--- config.mk ---
export PLATFORM = sky130hd
export DESIGN_NAME = uart_tx_buffered
export DESIGN_NICKNAME = d
export VERILOG_FILES = /design/src/rtl/sumlatch_uart_pkg.sv /design/src/rtl/uart_tx_fifo.sv /design/src/rtl/uart_tx_buffered.sv
export SDC_FILE = /design/constraint.sdc
export NUM_CORES = 1
export LEC_CHECK = 0
export CAP_MARGIN = 15
export CORE_ASPECT_RATIO = 0.6
export CORE_MARGIN = 2
export CORE_UTILIZATION = 53
export DETAILED_ROUTE_END_ITERATION = 6
export PLACE_DENSITY_LB_ADDON = 0.3
export SYNTH_ARGS = -nofsm -noshare
export SYNTH_HDL_FRONTEND = slang
export SYNTH_SLANG_ARGS = --single-unit
--- constraint.sdc ---
create_clock -name clk -period 2.4 [get_ports clk]
set_input_delay 0.48 -clock clk [delete_from_list [all_inputs] [get_ports clk]]
set_output_delay 0.48 -clock clk [all_outputs]
set_load 0.005 [all_outputs]
--- src/rtl/sumlatch_uart_pkg.sv ---
// Shared definitions for the sum/latch UART transmit path.
//   uart_tx_state_t : transmitter FSM encoding
//   UART_DATA_BITS  : payload bits per frame (8N1)
//   clks_per_bit()  : clock cycles per serial bit (integer divide)
package sumlatch_uart_pkg;

  typedef enum logic [1:0] {
    IDLE  = 2'd0,
    START = 2'd1,
    DATA  = 2'd2,
    STOP  = 2'd3
  } uart_tx_state_t;

  localparam int UART_DATA_BITS = 8;

  function automatic int clks_per_bit(input int clk_freq, input int baud);
    return clk_freq / baud;
  endfunction

endpackage

--- src/rtl/uart_tx_fifo.sv ---
// Synchronous byte FIFO feeding the UART shifter.
// Ports:
//   clk, reset   : rising-edge clock, asynchronous active-high reset
//   push, din    : write request and byte (ignored while full)
//   pop, dout    : read request (ignored while empty); dout shows the head
//   full, empty  : registered status flags
//   level        : registered number of stored bytes (0..DEPTH)
module uart_tx_fifo
  import sumlatch_uart_pkg::*;
#(
  parameter int DEPTH = 4
) (
  input  logic                     clk,
  input  logic                     reset,
  input  logic                     push,
  input  logic [7:0]               din,
  input  logic                     pop,
  output logic [7:0]               dout,
  output logic                     full,
  output logic                     empty,
  output logic [$clog2(DEPTH):0]   level
);

  localparam int PW = $clog2(DEPTH);
  localparam int LW = PW + 1;
  localparam logic [PW-1:0] PTR_ONE  = PW'(1);
  localparam logic [LW-1:0] LVL_ONE  = LW'(1);
  localparam logic [LW-1:0] LVL_ZERO = LW'(0);
  localparam logic [LW-1:0] LVL_FULL = LW'(DEPTH);

  logic [7:0]    mem_r [DEPTH];
  logic [PW-1:0] wr_ptr_r;
  logic [PW-1:0] rd_ptr_r;
  logic [LW-1:0] level_r;
  logic [LW-1:0] level_n_s;
  logic          full_r;
  logic          empty_r;
  logic          push_ok_s;
  logic          pop_ok_s;

  assign push_ok_s = push && !full_r;
  assign pop_ok_s  = pop && !empty_r;

  // Next fill level; a simultaneous push and pop leaves it unchanged.
  always_comb begin
    level_n_s = level_r;
    case ({push_ok_s, pop_ok_s})
      2'b10:   level_n_s = level_r + LVL_ONE;
      2'b01:   level_n_s = level_r - LVL_ONE;
      default: level_n_s = level_r;
    endcase
  end

  // Pointers, level and flags; flags are registered from the next level.
  always_ff @(posedge clk or posedge reset) begin
    if (reset) begin
      wr_ptr_r <= '0;
      rd_ptr_r <= '0;
      level_r  <= LVL_ZERO;
      full_r   <= 1'b0;
      empty_r  <= 1'b1;
    end else begin
      if (push_ok_s) wr_ptr_r <= wr_ptr_r + PTR_ONE;
      if (pop_ok_s)  rd_ptr_r <= rd_ptr_r + PTR_ONE;
      level_r <= level_n_s;
      full_r  <= (level_n_s == LVL_FULL);
      empty_r <= (level_n_s == LVL_ZERO);
    end
  end

  // Storage array; contents are don't-care once the pointers are flushed.
  always_ff @(posedge clk) begin
    if (push_ok_s) mem_r[wr_ptr_r] <= din;
  end

  assign dout  = mem_r[rd_ptr_r];
  assign full  = full_r;
  assign empty = empty_r;
  assign level = level_r;

endmodule

--- src/rtl/uart_tx_buffered.sv ---
// Buffered 8N1 UART transmitter: bytes accepted over valid/ready are queued
// in a small FIFO and framed LSB-first on uart_txd with no gap between
// back-to-back frames.
// Ports:
//   clk, reset            : rising-edge clock, asynchronous active-high reset
//   tx_data, tx_valid     : producer byte and request
//   tx_ready              : FIFO not full (registered flag)
//   uart_txd              : registered serial line, idle high
//   uart_tx_busy          : frame in flight or bytes waiting (registered)
//   fifo_level            : bytes waiting in the FIFO (not counting the shifter)
module uart_tx_buffered
  import sumlatch_uart_pkg::*;
#(
  parameter int CLK_FREQ   = 50_000_000,
  parameter int BAUD_RATE  = 115_200,
  parameter int FIFO_DEPTH = 4
) (
  input  logic                          clk,
  input  logic                          reset,
  input  logic [7:0]                    tx_data,
  input  logic                          tx_valid,
  output logic                          tx_ready,
  output logic                          uart_txd,
  output logic                          uart_tx_busy,
  output logic [$clog2(FIFO_DEPTH):0]   fifo_level
);

  localparam int CPB = clks_per_bit(CLK_FREQ, BAUD_RATE);
  localparam int CW  = $clog2(CPB);
  localparam int BW  = $clog2(UART_DATA_BITS);
  localparam logic [CW-1:0] CNT_ZERO = CW'(0);
  localparam logic [CW-1:0] CNT_ONE  = CW'(1);
  localparam logic [CW-1:0] CNT_LAST = CW'(CPB - 1);
  localparam logic [BW-1:0] BIT_ZERO = BW'(0);
  localparam logic [BW-1:0] BIT_ONE  = BW'(1);
  localparam logic [BW-1:0] BIT_LAST = BW'(UART_DATA_BITS - 1);

  uart_tx_state_t state_r, state_n_s;
  logic [CW-1:0]  cnt_r, cnt_n_s;
  logic [BW-1:0]  bit_idx_r, bit_idx_n_s;
  logic [7:0]     shift_r, shift_n_s;
  logic           txd_r, txd_n_s;
  logic           busy_r, busy_n_s;
  logic           pop_s;
  logic           last_s;
  logic [7:0]     fifo_head_s;
  logic           fifo_full_s;
  logic           fifo_empty_s;

  uart_tx_fifo #(
    .DEPTH (FIFO_DEPTH)
  ) u_fifo (
    .clk   (clk),
    .reset (reset),
    .push  (tx_valid),
    .din   (tx_data),
    .pop   (pop_s),
    .dout  (fifo_head_s),
    .full  (fifo_full_s),
    .empty (fifo_empty_s),
    .level (fifo_level)
  );

  assign last_s = (cnt_r == CNT_LAST);

  // Next-state logic: baud counting, bit sequencing and FIFO pops.
  always_comb begin
    state_n_s   = state_r;
    cnt_n_s     = cnt_r;
    bit_idx_n_s = bit_idx_r;
    shift_n_s   = shift_r;
    pop_s       = 1'b0;
    case (state_r)
      IDLE: begin
        cnt_n_s = CNT_ZERO;
        if (!fifo_empty_s) begin
          pop_s     = 1'b1;
          shift_n_s = fifo_head_s;
          state_n_s = START;
        end else begin
          state_n_s = IDLE;
        end
      end
      START: begin
        if (last_s) begin
          cnt_n_s     = CNT_ZERO;
          bit_idx_n_s = BIT_ZERO;
          state_n_s   = DATA;
        end else begin
          cnt_n_s = cnt_r + CNT_ONE;
        end
      end
      DATA: begin
        if (last_s) begin
          cnt_n_s   = CNT_ZERO;
          shift_n_s = {1'b0, shift_r[7:1]};
          if (bit_idx_r == BIT_LAST) begin
            state_n_s = STOP;
          end else begin
            bit_idx_n_s = bit_idx_r + BIT_ONE;
          end
        end else begin
          cnt_n_s = cnt_r + CNT_ONE;
        end
      end
      STOP: begin
        if (last_s) begin
          cnt_n_s = CNT_ZERO;
          // Chain straight into the next start bit when more bytes wait.
          if (!fifo_empty_s) begin
            pop_s     = 1'b1;
            shift_n_s = fifo_head_s;
            state_n_s = START;
          end else begin
            state_n_s = IDLE;
          end
        end else begin
          cnt_n_s = cnt_r + CNT_ONE;
        end
      end
      default: begin
        state_n_s = IDLE;
        cnt_n_s   = CNT_ZERO;
      end
    endcase
  end

  // Line level and busy decoded from the current state; registered one
  // cycle behind the state so every frame phase keeps its full length.
  always_comb begin
    busy_n_s = (state_r != IDLE) || !fifo_empty_s;
    case (state_r)
      IDLE:    txd_n_s = 1'b1;
      START:   txd_n_s = 1'b0;
      DATA:    txd_n_s = shift_r[0];
      STOP:    txd_n_s = 1'b1;
      default: txd_n_s = 1'b1;
    endcase
  end

  // FSM, datapath and output registers.
  always_ff @(posedge clk or posedge reset) begin
    if (reset) begin
      state_r   <= IDLE;
      cnt_r     <= CNT_ZERO;
      bit_idx_r <= BIT_ZERO;
      shift_r   <= 8'h00;
      txd_r     <= 1'b1;
      busy_r    <= 1'b0;
    end else begin
      state_r   <= state_n_s;
      cnt_r     <= cnt_n_s;
      bit_idx_r <= bit_idx_n_s;
      shift_r   <= shift_n_s;
      txd_r     <= txd_n_s;
      busy_r    <= busy_n_s;
    end
  end

  assign tx_ready     = !fifo_full_s;
  assign uart_txd     = txd_r;
  assign uart_tx_busy = busy_r;

endmodule

Word-level counts from Yosys, hierarchy flattened
Memory sizes are Yosys's and may differ from the RTL's.
Index checks and enable logic that the tools add are counted.
- flip-flop bits (word level): 33
- memory bits (writable): 32
- input port bits: 11
- output and inout bits: 6
- logic and storage cells: 69
- memories kept: 1
- add/subtract/negate cells: 6
- equality and inequality tests: 13
- mux-type cells: 23
- reductions and logical operators: 15
- memories (memory ; depth ; bits a word ; read ports ; clocked after memory_dff ; write ports ; line ; text):
    u_fifo.mem_r ; 4 ; 8 ; 1 ; 0 ; 1 ; uart_tx_fifo.sv:31 ; logic [7:0] mem_r [DEPTH];
- operator list (operator ; count):
    $mux W8 ; 3
    $pmux W8 S3 ; 1
    $pmux W9 S2 ; 1
    $pmux W3 S2 ; 2
    $ne A2 B2 Y1 const B ; 5
    $add A9 B1 Y9 const B ; 1
    $eq A9 B9 Y1 const B ; 1
    $mux W3 ; 3
    $mux W9 ; 1
    $mux W2 ; 4
    $pmux W2 S4 ; 1
    $reduce_and A4 Y1 ; 2
    $add A3 B1 Y3 const B ; 2
    $eq A2 B2 Y1 const B ; 3
    $eq A3 B3 Y1 const B ; 2
    $mux W1 ; 5
    $add A2 B1 Y2 const B ; 2
    $eq A2 B1 Y1 const B ; 2
    $reduce_bool A2 Y1 ; 2
    $logic_not A3 Y1 ; 1
    $pmux W1 S3 ; 1
    $reduce_and A3 Y1 ; 1
    $reduce_bool A3 Y1 ; 1
    $reduce_or A3 Y1 ; 1
    other kinds (7) ; 9

Logic depth before layout (Yosys ltp)
Gate-level depths: netlist of run 1.
- depth in word-level cells: 7
- gate-level depth with buffers: 12
- gate-level depth less buffers: 12

By module
From an unflattened synthesis of run 1, not the netlist that was laid out.
- cells, all modules: 203
- area total of the unflattened synthesis: 2955.3 um^2
- modules (own cells, without submodules) (module ; instances ; cells each ; area an instance (um^2) ; seq. area each (um^2)):
    uart_tx_fifo ; 1 ; 88 ; 1670.4 ; 1187.4
    uart_tx_buffered ; 1 ; 115 ; 1285.0 ; 601.8

Least setup slack after synthesis of run 1
Ideal clock, no wire load.
- path kind: register -> register
- from: reg cnt_r[1]
- to: reg u_fifo.full_r (netlist: u_fifo.full)
- setup time: 73 ps
- data arrival time: 2372 ps
- required time: 2327 ps
- setup slack: -44 ps
- cell stages (with the launch flop): 13
- path buffers: 0
- period minus slack after synthesis: 2444 ps
- cell sequence: dfrtp_1 > inv_1 > ha_1 > and4b_2 > a31oi_1 > nor3_1 > ha_1 > inv_1 > fa_1 > xor2_1 > nor2_1 > xor2_1 > nor2b_1
- word-level cells in the longest chain between the ends: 7
- elaborated cells between the ends (all ways): 8
- those cells by class: eq/ne: 4; mux: 3; reduce/logical: 1
- RTL lines (what ; line ; text):
    start: declaration ; uart_tx_buffered.sv:39 ; logic [CW-1:0] cnt_r, cnt_n_s;
    start signal: assignment ; uart_tx_buffered.sv:152 ; cnt_r <= cnt_n_s;
    $eq A9 B9 Y1 (*) ; uart_tx_buffered.sv:64 ; assign last_s = (cnt_r == CNT_LAST);
    $mux W1 (*) ; uart_tx_buffered.sv:107 ; if (last_s) begin
    $pmux W1 S2 (*) ; uart_tx_buffered.sv:73 ; case (state_r)
    $logic_and A1 B1 Y1 (*) ; uart_tx_fifo.sv:42 ; assign pop_ok_s = pop && !empty_r;
    net u_fifo.pop_ok_s ; uart_tx_fifo.sv:39 ; logic pop_ok_s;
    $eq A2 B1 Y1 or $eq A2 B2 Y1 (tied branches) ; uart_tx_fifo.sv:47 ; case ({push_ok_s, pop_ok_s})
    $pmux W3 S2 (*) ; uart_tx_fifo.sv:47 ;
    net u_fifo.level_n_s[2] ; uart_tx_fifo.sv:35 ; logic [LW-1:0] level_n_s;
    $eq A3 B3 Y1 (*) ; uart_tx_fifo.sv:66 ; full_r <= (level_n_s == LVL_FULL);
    end signal: assignment ; uart_tx_fifo.sv:66 ;
    end: declaration ; uart_tx_fifo.sv:36 ; logic full_r;
The timed path passes the listed nets; every way through them passes the cells marked *.
A chain may end at the register's enable or synchronous reset.

Worst setup path after layout of run 1
Ends and elaborated chain as after synthesis.

==> parameters.txt, run 1 <==
Parameter                              Value

Placed design
  Half-perimeter wire length after placement    3580 microns
  Instance area after placement    3260 sq um
  Quantity of I/O buffers inserted on ports    16
  Final weighted congestion in routability-driven placement    0.794

Routing
  DRC violations left    0
  Ratio of routed vias to standard cells    5.37
  Number of iterations in the first detailed-routing pass    4
  Number of nets with antenna violations after routing    0
  Wirelength, routed    5430 microns
  First-iteration detailed-routing DRC count    124
  Number of vias after detailed routing    1756
  Drt wl/cell    16.6 microns

Clocking
  Total clock sinks    65
  Max H-tree Level    3
  Insertion delay of the later-clocked pin in the worst-skew pair    0.34 ns
  Buffer type at the clock tree root    sky130_fd_sc_hd__clkbuf_8
  Number of buffers created by CTS    9
  Post-CTS clock slew at the launch and capture registers of the worst setup and hold paths    0.07 ns
  Clock tree from TritonCTS    yes
  Clock tree buffer depth    2

Power
  LEAKAGE    0.00150 uW
  Max VDD drop    0.000747 V
  Power per cell area    1320 nW/um^2

Cells and area
  Share of layout cells above drive strength 1    0.276
  Final design instance area without fill    3570 sq um
  Final antenna diode count    0
  Area Overhead vs Synth    21.5%
  Sequential cell area in the final layout    1790 sq um
  Fill cell count    380
  Net total in the final layout    281
  Area of the multi-input gates    1080 sq um

Synthesis
  Cell with the most instances after synthesis    sky130_fd_sc_hd__edfxtp_1
  Top cells by count, synth    sky130_fd_sc_hd__edfxtp_1, sky130_fd_sc_hd__dfrtp_1, sky130_fd_sc_hd__inv_1, sky130_fd_sc_hd__nand2_1, sky130_fd_sc_hd__nor2_1
  Synthesized-area fraction occupied by ao, oa, aoi and oai cells    0.0580
  Number of synthesized register bits    65
  Post-synth EDFFs    32
  Mapped Area    2940 sq um
  Share of async-settable or async-resettable flops after synthesis    0.508
  Total number of yosys warnings    0
  Cell types with the largest area share after synthesis    sky130_fd_sc_hd__edfxtp_1, sky130_fd_sc_hd__dfrtp_1, sky130_fd_sc_hd__ha_1
  Syn Inst Count    216
  Fraction of the mapped netlist area in adder cells    0.0622
  Library cell occupying the most area in the post-synthesis netlist    sky130_fd_sc_hd__edfxtp_1
  Syn nets    241
  Multiplexer share of the synthesized area    0.109
  Share of the synthesized area in the top cell type    0.327
  Average cell area after synthesis    13.6 sq um
  Dominant combinational cell family by area after synthesis    multiplexers
  Synth Area in XOR/XNOR    0.0388
  Number of distinct standard cells referenced by the synthesized netlist    37
  Post-Synth Simple-Gate Area    0.0882
  Sequential area share after synthesis    0.610
  Leading register cell type out of synthesis    sky130_fd_sc_hd__edfxtp_1

Setup path
  Crit-path max FO    2
  Crit path required time    2.67 ns
  Type of the worst setup path    flip-flop to flip-flop
  Endpoint arrival time on the critical path    2.82 ns
  Reg-to-reg critical path startpoint    cnt_r[1]
  Crit path capture type    flip-flop
  Crit. Startpoint    cnt_r[1]
  Startpoint kind of the worst setup timing path    flip-flop

STA
  Rel. slew slack    0.607
  Final Max Slew Viols    0
  Number of failing hold endpoints at the final stage    0
  Highest achievable clock rate    393 MHz
  Worst slew pin tran    0.589 ns
  Total Neg Setup Slack    -0.376 ns
  Worst clock skew on the final layout    0.00746 ns
  Tmin final    2.55 ns
  Final Cycle Share    1.06
  Setup repair after global routing missed its margin    true
  Final number of setup-violating endpoints    3
  Fin worst setup slack    -0.147 ns

Floorplanning
  Top-Level Pins    17
  Die boundary height    61.6 microns
  Number of rows in the core area    20
  Initial Utilization    0.564
  Core Box Area    5200 sq um
  Overall die width    100 microns
  Full die area    6170 sq um

Global routing
  Wire length of the first global-routing pass    8560 microns
  Global-route total usage across every layer    0.197
  Largest net degree at the start of global routing    34
  Number of antenna violations at the first check in global routing    0
  Number of global-route vias before repair    1727
  Global route total overflow    0

Run
  Number of violations of the max-capacitance limit    0

Worst hold path
  Class of the tightest hold or removal check    flip-flop to flip-flop
  Worst min-delay path startpoint    shift_r[2]

Run status
  Outcome    finished, violations left
  Violated checks    negative setup slack
-- worst max-delay path, cell delays in order, from the launching register on --
cell	delay, ns
sky130_fd_sc_hd__dfrtp_1	0.38
sky130_fd_sc_hd__inv_1	0.05
sky130_fd_sc_hd__ha_1	0.13
sky130_fd_sc_hd__and4b_2	0.27
sky130_fd_sc_hd__a31oi_4	0.11
sky130_fd_sc_hd__nor3_4	0.24
sky130_fd_sc_hd__ha_2	0.24
sky130_fd_sc_hd__inv_2	0.04
sky130_fd_sc_hd__fa_2	0.51
sky130_fd_sc_hd__o21ai_0	0.09
sky130_fd_sc_hd__or2_2	0.30
sky130_fd_sc_hd__nor2b_2	0.11
-- through the flow --
stage / hold slack [ns] / setup slack, ns / instances / power (uW) / util
final: 0.515 / -0.147 / 327 / 4710 / 0.685
after global routing: 0.538 / -0.299 / 327 / 4990 / 0.685
after CTS: 0.519 / -0.0529 / 323 / 4600 / 0.674
after detailed placement: 0.497 / -0.0742 / 306 / 3470 / 0.626
after global placement: 0.490 / 0.0384 / 306 / 3400 / 0.626
after floorplan: 0.447 / 0.0346 / 216 / 2950 / -
-- final timing paths --
| path | endpoint | slack, ns | cells past startpoint |
|---|---|---|---|
| setup / recovery | u_fifo.full | -0.15 | 11 |
| hold / removal | shift_r[2] | 0.52 | 1 |
| setup reg to reg | u_fifo.full | -0.15 | 11 |
| hold reg to reg | shift_r[2] | 0.52 | 1 |
| max in group asynchronous | uart_txd | 1.53 | 3 |
| min in group asynchronous | cnt_r[5] | 0.53 | 3 |
-- repair_timing --
action | 4_1_cts | 5_1_grt
resized for setup | 0 | 7
pin swaps | 0 | 4
buffers inserted | 1 | 4
hold buffers | 0 | 0
endpoints found under the setup margin | 2 | 3
endpoints found under the hold margin | 0 | 0
-- report_power, final --
| part | total (uW) | switching (uW) | internal, uW | leakage [uW] |
|---|---|---|---|---|
| clock network | 1110 | 424 | 689 | 0.000117 |
| logic | 1910 | 897 | 1010 | 0.000685 |
| registers | 1680 | 176 | 1510 | 0.000696 |
-- layer usage --
| layer | vias to the layer above | GRT usage | part of all wire |
|---|---|---|---|
| met3 | 6 | 0.0851 | 0.053 |
| met1 | 869 | 0.288 | 0.49 |
| met4 | 0 | 0.0548 | 0.0055 |
| li1 | 839 | - | - |
| met2 | 42 | 0.268 | 0.45 |
| met5 | - | 0 | 0 |
-- cells in the final DEF (no fill, tap or decap), drive strengths merged, types with 2 or more instances in the layout --
master and count:
ha 13, xnor2 7, inv 17, mux2i 9
or2 2, clkbuf 9, a21oi 2, dfrtp 31
nand2 18, and2 4, o221a 7, clkdlybuf4s50 16
clkinv 3, a22o 3, xor2 6, nor3 2
nand3 4, o21ai 5, dfstp 2, mux2 16
buf 20, nor2b 2, edfxtp 32, bufinv 3
nor2 15
-- registers in the layout, indices dropped and copies added, names as in the netlist, 2 cells and up --
register,count
bit_idx_r,3
cnt_r,9
shift_r,8
state_r,2
u_fifo.level,3
u_fifo.mem_r,32
u_fifo.rd_ptr_r,2
u_fifo.wr_ptr_r,2
-- cells by family (layout without fill, tap and decap cells) --
kind of cell	Yosys count	in the layout
DFF	65	65
and+or+nand+nor	53	53
muxes	26	26
buffers and inverters	24	69
AOI/OAI and AO/OA	21	21
adders and majority gates	14	14
xor gates and xnor gates	13	13
-- layout make-up --
class                      count  area share
clock buffer                   9      0.0347
clock inverter                 7      0.0333
tap                           66      0.0231
timing repair buffer          36      0.0870
sequential                    65       0.502
multi-input combinational    127       0.302
inverter                      17      0.0179
(Power assumes the default switching activity.)
==> run 2, diff against run 1 <==
--- a/config.mk
+++ b/config.mk
@@ -8,8 +8,10 @@
 export CAP_MARGIN = 15
 export CORE_ASPECT_RATIO = 0.6
 export CORE_MARGIN = 2
-export CORE_UTILIZATION = 53
+export CORE_UTILIZATION = 55
+export CTS_CLUSTER_SIZE = 40
 export DETAILED_ROUTE_END_ITERATION = 6
+export DONT_BUFFER_PORTS = 1
 export PLACE_DENSITY_LB_ADDON = 0.3
 export SYNTH_ARGS = -nofsm -noshare
 export SYNTH_HDL_FRONTEND = slang
==> run 2 against run 1 <==
The flow still finishes with violations (negative setup slack). Sequential share of layout area up 2.0 points. Count of clock-buffer cells in the layout unchanged. Sequential cell count unchanged. Final cell count is 4.3% lower.
==> parameters.txt, run 2 (synthesis results as in run 1) <==
Parameter                              Value

Cells and area
  Share of layout cells above drive strength 1    0.320 (+0.0440)
  Finished Layout Cells    313 (-4.3%)
  Number of flip-flops in the largest register    32 (unchanged)
  Area Overhead vs Synth    16.8%
  Net total in the final layout    267 (-5.0%)
  Commonest cells after routing, fill and taps aside    sky130_fd_sc_hd__edfxtp_1, sky130_fd_sc_hd__dfrtp_1, sky130_fd_sc_hd__buf_4, sky130_fd_sc_hd__nand2_1, sky130_fd_sc_hd__inv_1
  Largest register by flop count    u_fifo.mem_r
  Final antenna diode count    0 (unchanged)
  Most frequent standard cell in the layout excluding fill and tap cells    sky130_fd_sc_hd__edfxtp_1
  Biggest regs    u_fifo.mem_r x32, cnt_r x9, shift_r x8

Setup path
  Gate family responsible for the most delay along the worst path    adder cells
  Cells along the critical path    inv_1 -> ha_2 -> and4b_2 -> a31oi_4 -> nor3_4 -> ha_2 -> inv_2 -> fa_2 -> xor2_1 -> nor2_2 -> xor2_2 -> buf_4 -> nor2_4
  Type of the worst setup path    flip-flop to flip-flop
  Endpoint arrival time on the critical path    2.71 ns (-0.11 ns)
  Crit-path max FO    3 (+1)
  Startpoint kind of the worst setup timing path    flip-flop
  Reg-to-reg critical path startpoint    cnt_r[1]
  Crit path capture type    flip-flop
  Worst stage delay on the critical path    0.38 ns (-0.13 ns)
  Slowest cell on crit path    sky130_fd_sc_hd__dfrtp_1
  Top cell by count, worst path    sky130_fd_sc_hd__ha_2
  Crit. Startpoint    cnt_r[1]
  Sum of buffers and inverters on the critical path    3 (+1)
  Crit path required time    2.69 ns (+0.02 ns)

Floorplanning
  Top-Level Pins    17 (unchanged)
  Full die area    5960 sq um (-3.5%)
  Overall die width    98.3 microns (-1.8%)
  Initial Utilization    0.575 (+0.0111)
  Die boundary height    60.6 microns (-1.7%)
  Number of rows in the core area    20 (unchanged)
  Core Box Area    5100 sq um (-1.9%)

STA
  Total Neg Setup Slack    -0.0483 ns (+0.328 ns)
  Rel. slew slack    0.653 (+0.0452)
  Worst clock skew on the final layout    0.00518 ns (-0.00228 ns)
  Setup repair after global routing missed its margin    true
  Worst slew pin tran    0.519 ns (-0.0696 ns)
  Number of failing hold endpoints at the final stage    0 (unchanged)
  Worst hold margin    0.104 ns (-0.411 ns)
  Highest achievable clock rate    412 MHz (+5.0%)
  Fin worst setup slack    -0.0268 ns (+0.120 ns)
  Final number of setup-violating endpoints    2 (-1)
  Final Max Slew Viols    0 (unchanged)
  Final Cycle Share    1.01 (-0.0502)
  Tmin final    2.43 ns (-0.120 ns)

Power
  Max VDD drop    0.000995 V (+33%)
  Total Power Consumption    4630 uW (-1.6%)
  Internal power    3100 uW (-3.6%)
  Net switching power    1530 uW (+2.5%)
  Switching share of power    0.331 (+0.0133)
  Power per cell area    1350 nW/um^2 (+2.3%)
  Share of total power in sequential cells    0.370 (+0.012)
  Combinational fraction of design power    0.404 (-0.002)
  LEAKAGE    0.00144 uW (-4.1%)
  Clock Power Share    0.226 (-0.010)

Clocking
  Number of buffers created by CTS    9 (unchanged)
  Post-CTS clock slew at the launch and capture registers of the worst setup and hold paths    0.08 ns (about the same)
  Insertion delay of the later-clocked pin in the worst-skew pair    0.35 ns (about the same)
  Clock tree from TritonCTS    yes
  Clock tree buffer depth    2 (unchanged)
  Total clock sinks    65 (unchanged)
  Buffer type at the clock tree root    sky130_fd_sc_hd__clkbuf_8
  Max H-tree Level    3 (unchanged)
  Quantity of hold-fixing buffers added after cts    0 (unchanged)

Routing
  First-iteration detailed-routing DRC count    63 (-49%)
  Drt wl/cell    16.8 microns (+0.99%)
  Number of vias after detailed routing    1717 (-2.2%)
  Number of iterations in the first detailed-routing pass    5 (+1)
  Number of nets with antenna violations after routing    0 (unchanged)
  DRC violations left    0 (unchanged)
  Wirelength, routed    5250 microns (-3.3%)
  Ratio of routed vias to standard cells    5.49 (+2.2%)

Global routing
  Largest net degree at the start of global routing    34 (unchanged)
  Global route total overflow    0 (unchanged)
  Wire length of the first global-routing pass    8640 microns (+0.89%)
  Global-route total usage across every layer    0.199 (+0.00277)
  Number of antenna violations at the first check in global routing    0 (unchanged)
  Number of global-route vias before repair    1695 (-1.9%)

Worst hold path
  Class of the tightest hold or removal check    primary input to async pin

Placed design
  Quantity of I/O buffers inserted on ports    0 (-16)
  Worst setup timing slack at the placement stage    -0.118 ns (-0.0438 ns)
  Half-perimeter wire length after placement    3590 microns (+0.22%)
  Final weighted congestion in routability-driven placement    0.792 (-0.26%)
  Number of placed instances, taps included    291 (-4.9%)

Run status
  Outcome    finished, violations left
  Violated checks    negative setup slack

Run
  Number of violations of the max-capacitance limit    0 (unchanged)
## run 2: power groups by stage
stage	logic, uW	clock network (uW)	registers (uW)
floorplan	1290	0	1660
global placement	1610	0	1710
detailed placement	1660	0	1720
CTS	1830	1060	1710
global route	2040	1110	1750
finish	1870	1050	1710
## run 2: worst paths after layout
check                                          end  slack, ns  depth (start not counted)
max in group asynchronous                 uart_txd       1.96                          2
worst min-delay path               u_fifo.level[1]       0.10                          2
worst max-delay path                  u_fifo.empty      -0.03                         13
min in group clk                u_fifo.mem_r[3][7]       0.22                          0
worst min register to register          shift_r[7]       0.53                          2
worst max register to register        u_fifo.empty      -0.03                         13
## run 2: metal layers
metal  GRT usage  vias to the layer above  wire length [microns]
met5           0                        -                      0
met4      0.0900                        0                     74
met3      0.0588                       10                    309
met2       0.282                       44                   2260
met1       0.290                      855                   2600
li1            -                      808                      -
## run 2: cell type report
cell class,instances,area (sq um)
clock inverters,7,103
flip-flops and latches,65,1790
clock buffers,9,124
well taps,66,82.6
fillers,380,1680
repair buffers,22,165
multi-input cells,127,1100
inverters,17,63.8
## run 2: through the flow
stage | cell area [sq um] | utilization
final | 3430 | 0.672
after global routing | 3430 | 0.672
after CTS | 3410 | 0.668
after detailed placement | 3110 | 0.608
after global placement | 3110 | 0.608
after floorplan | 2940 | -
## run 2: repair_timing
item	CTS	global route
pin swaps	2	1
resized for setup	10	4
setup buffers	6	0
setup endpoints to repair	2	3
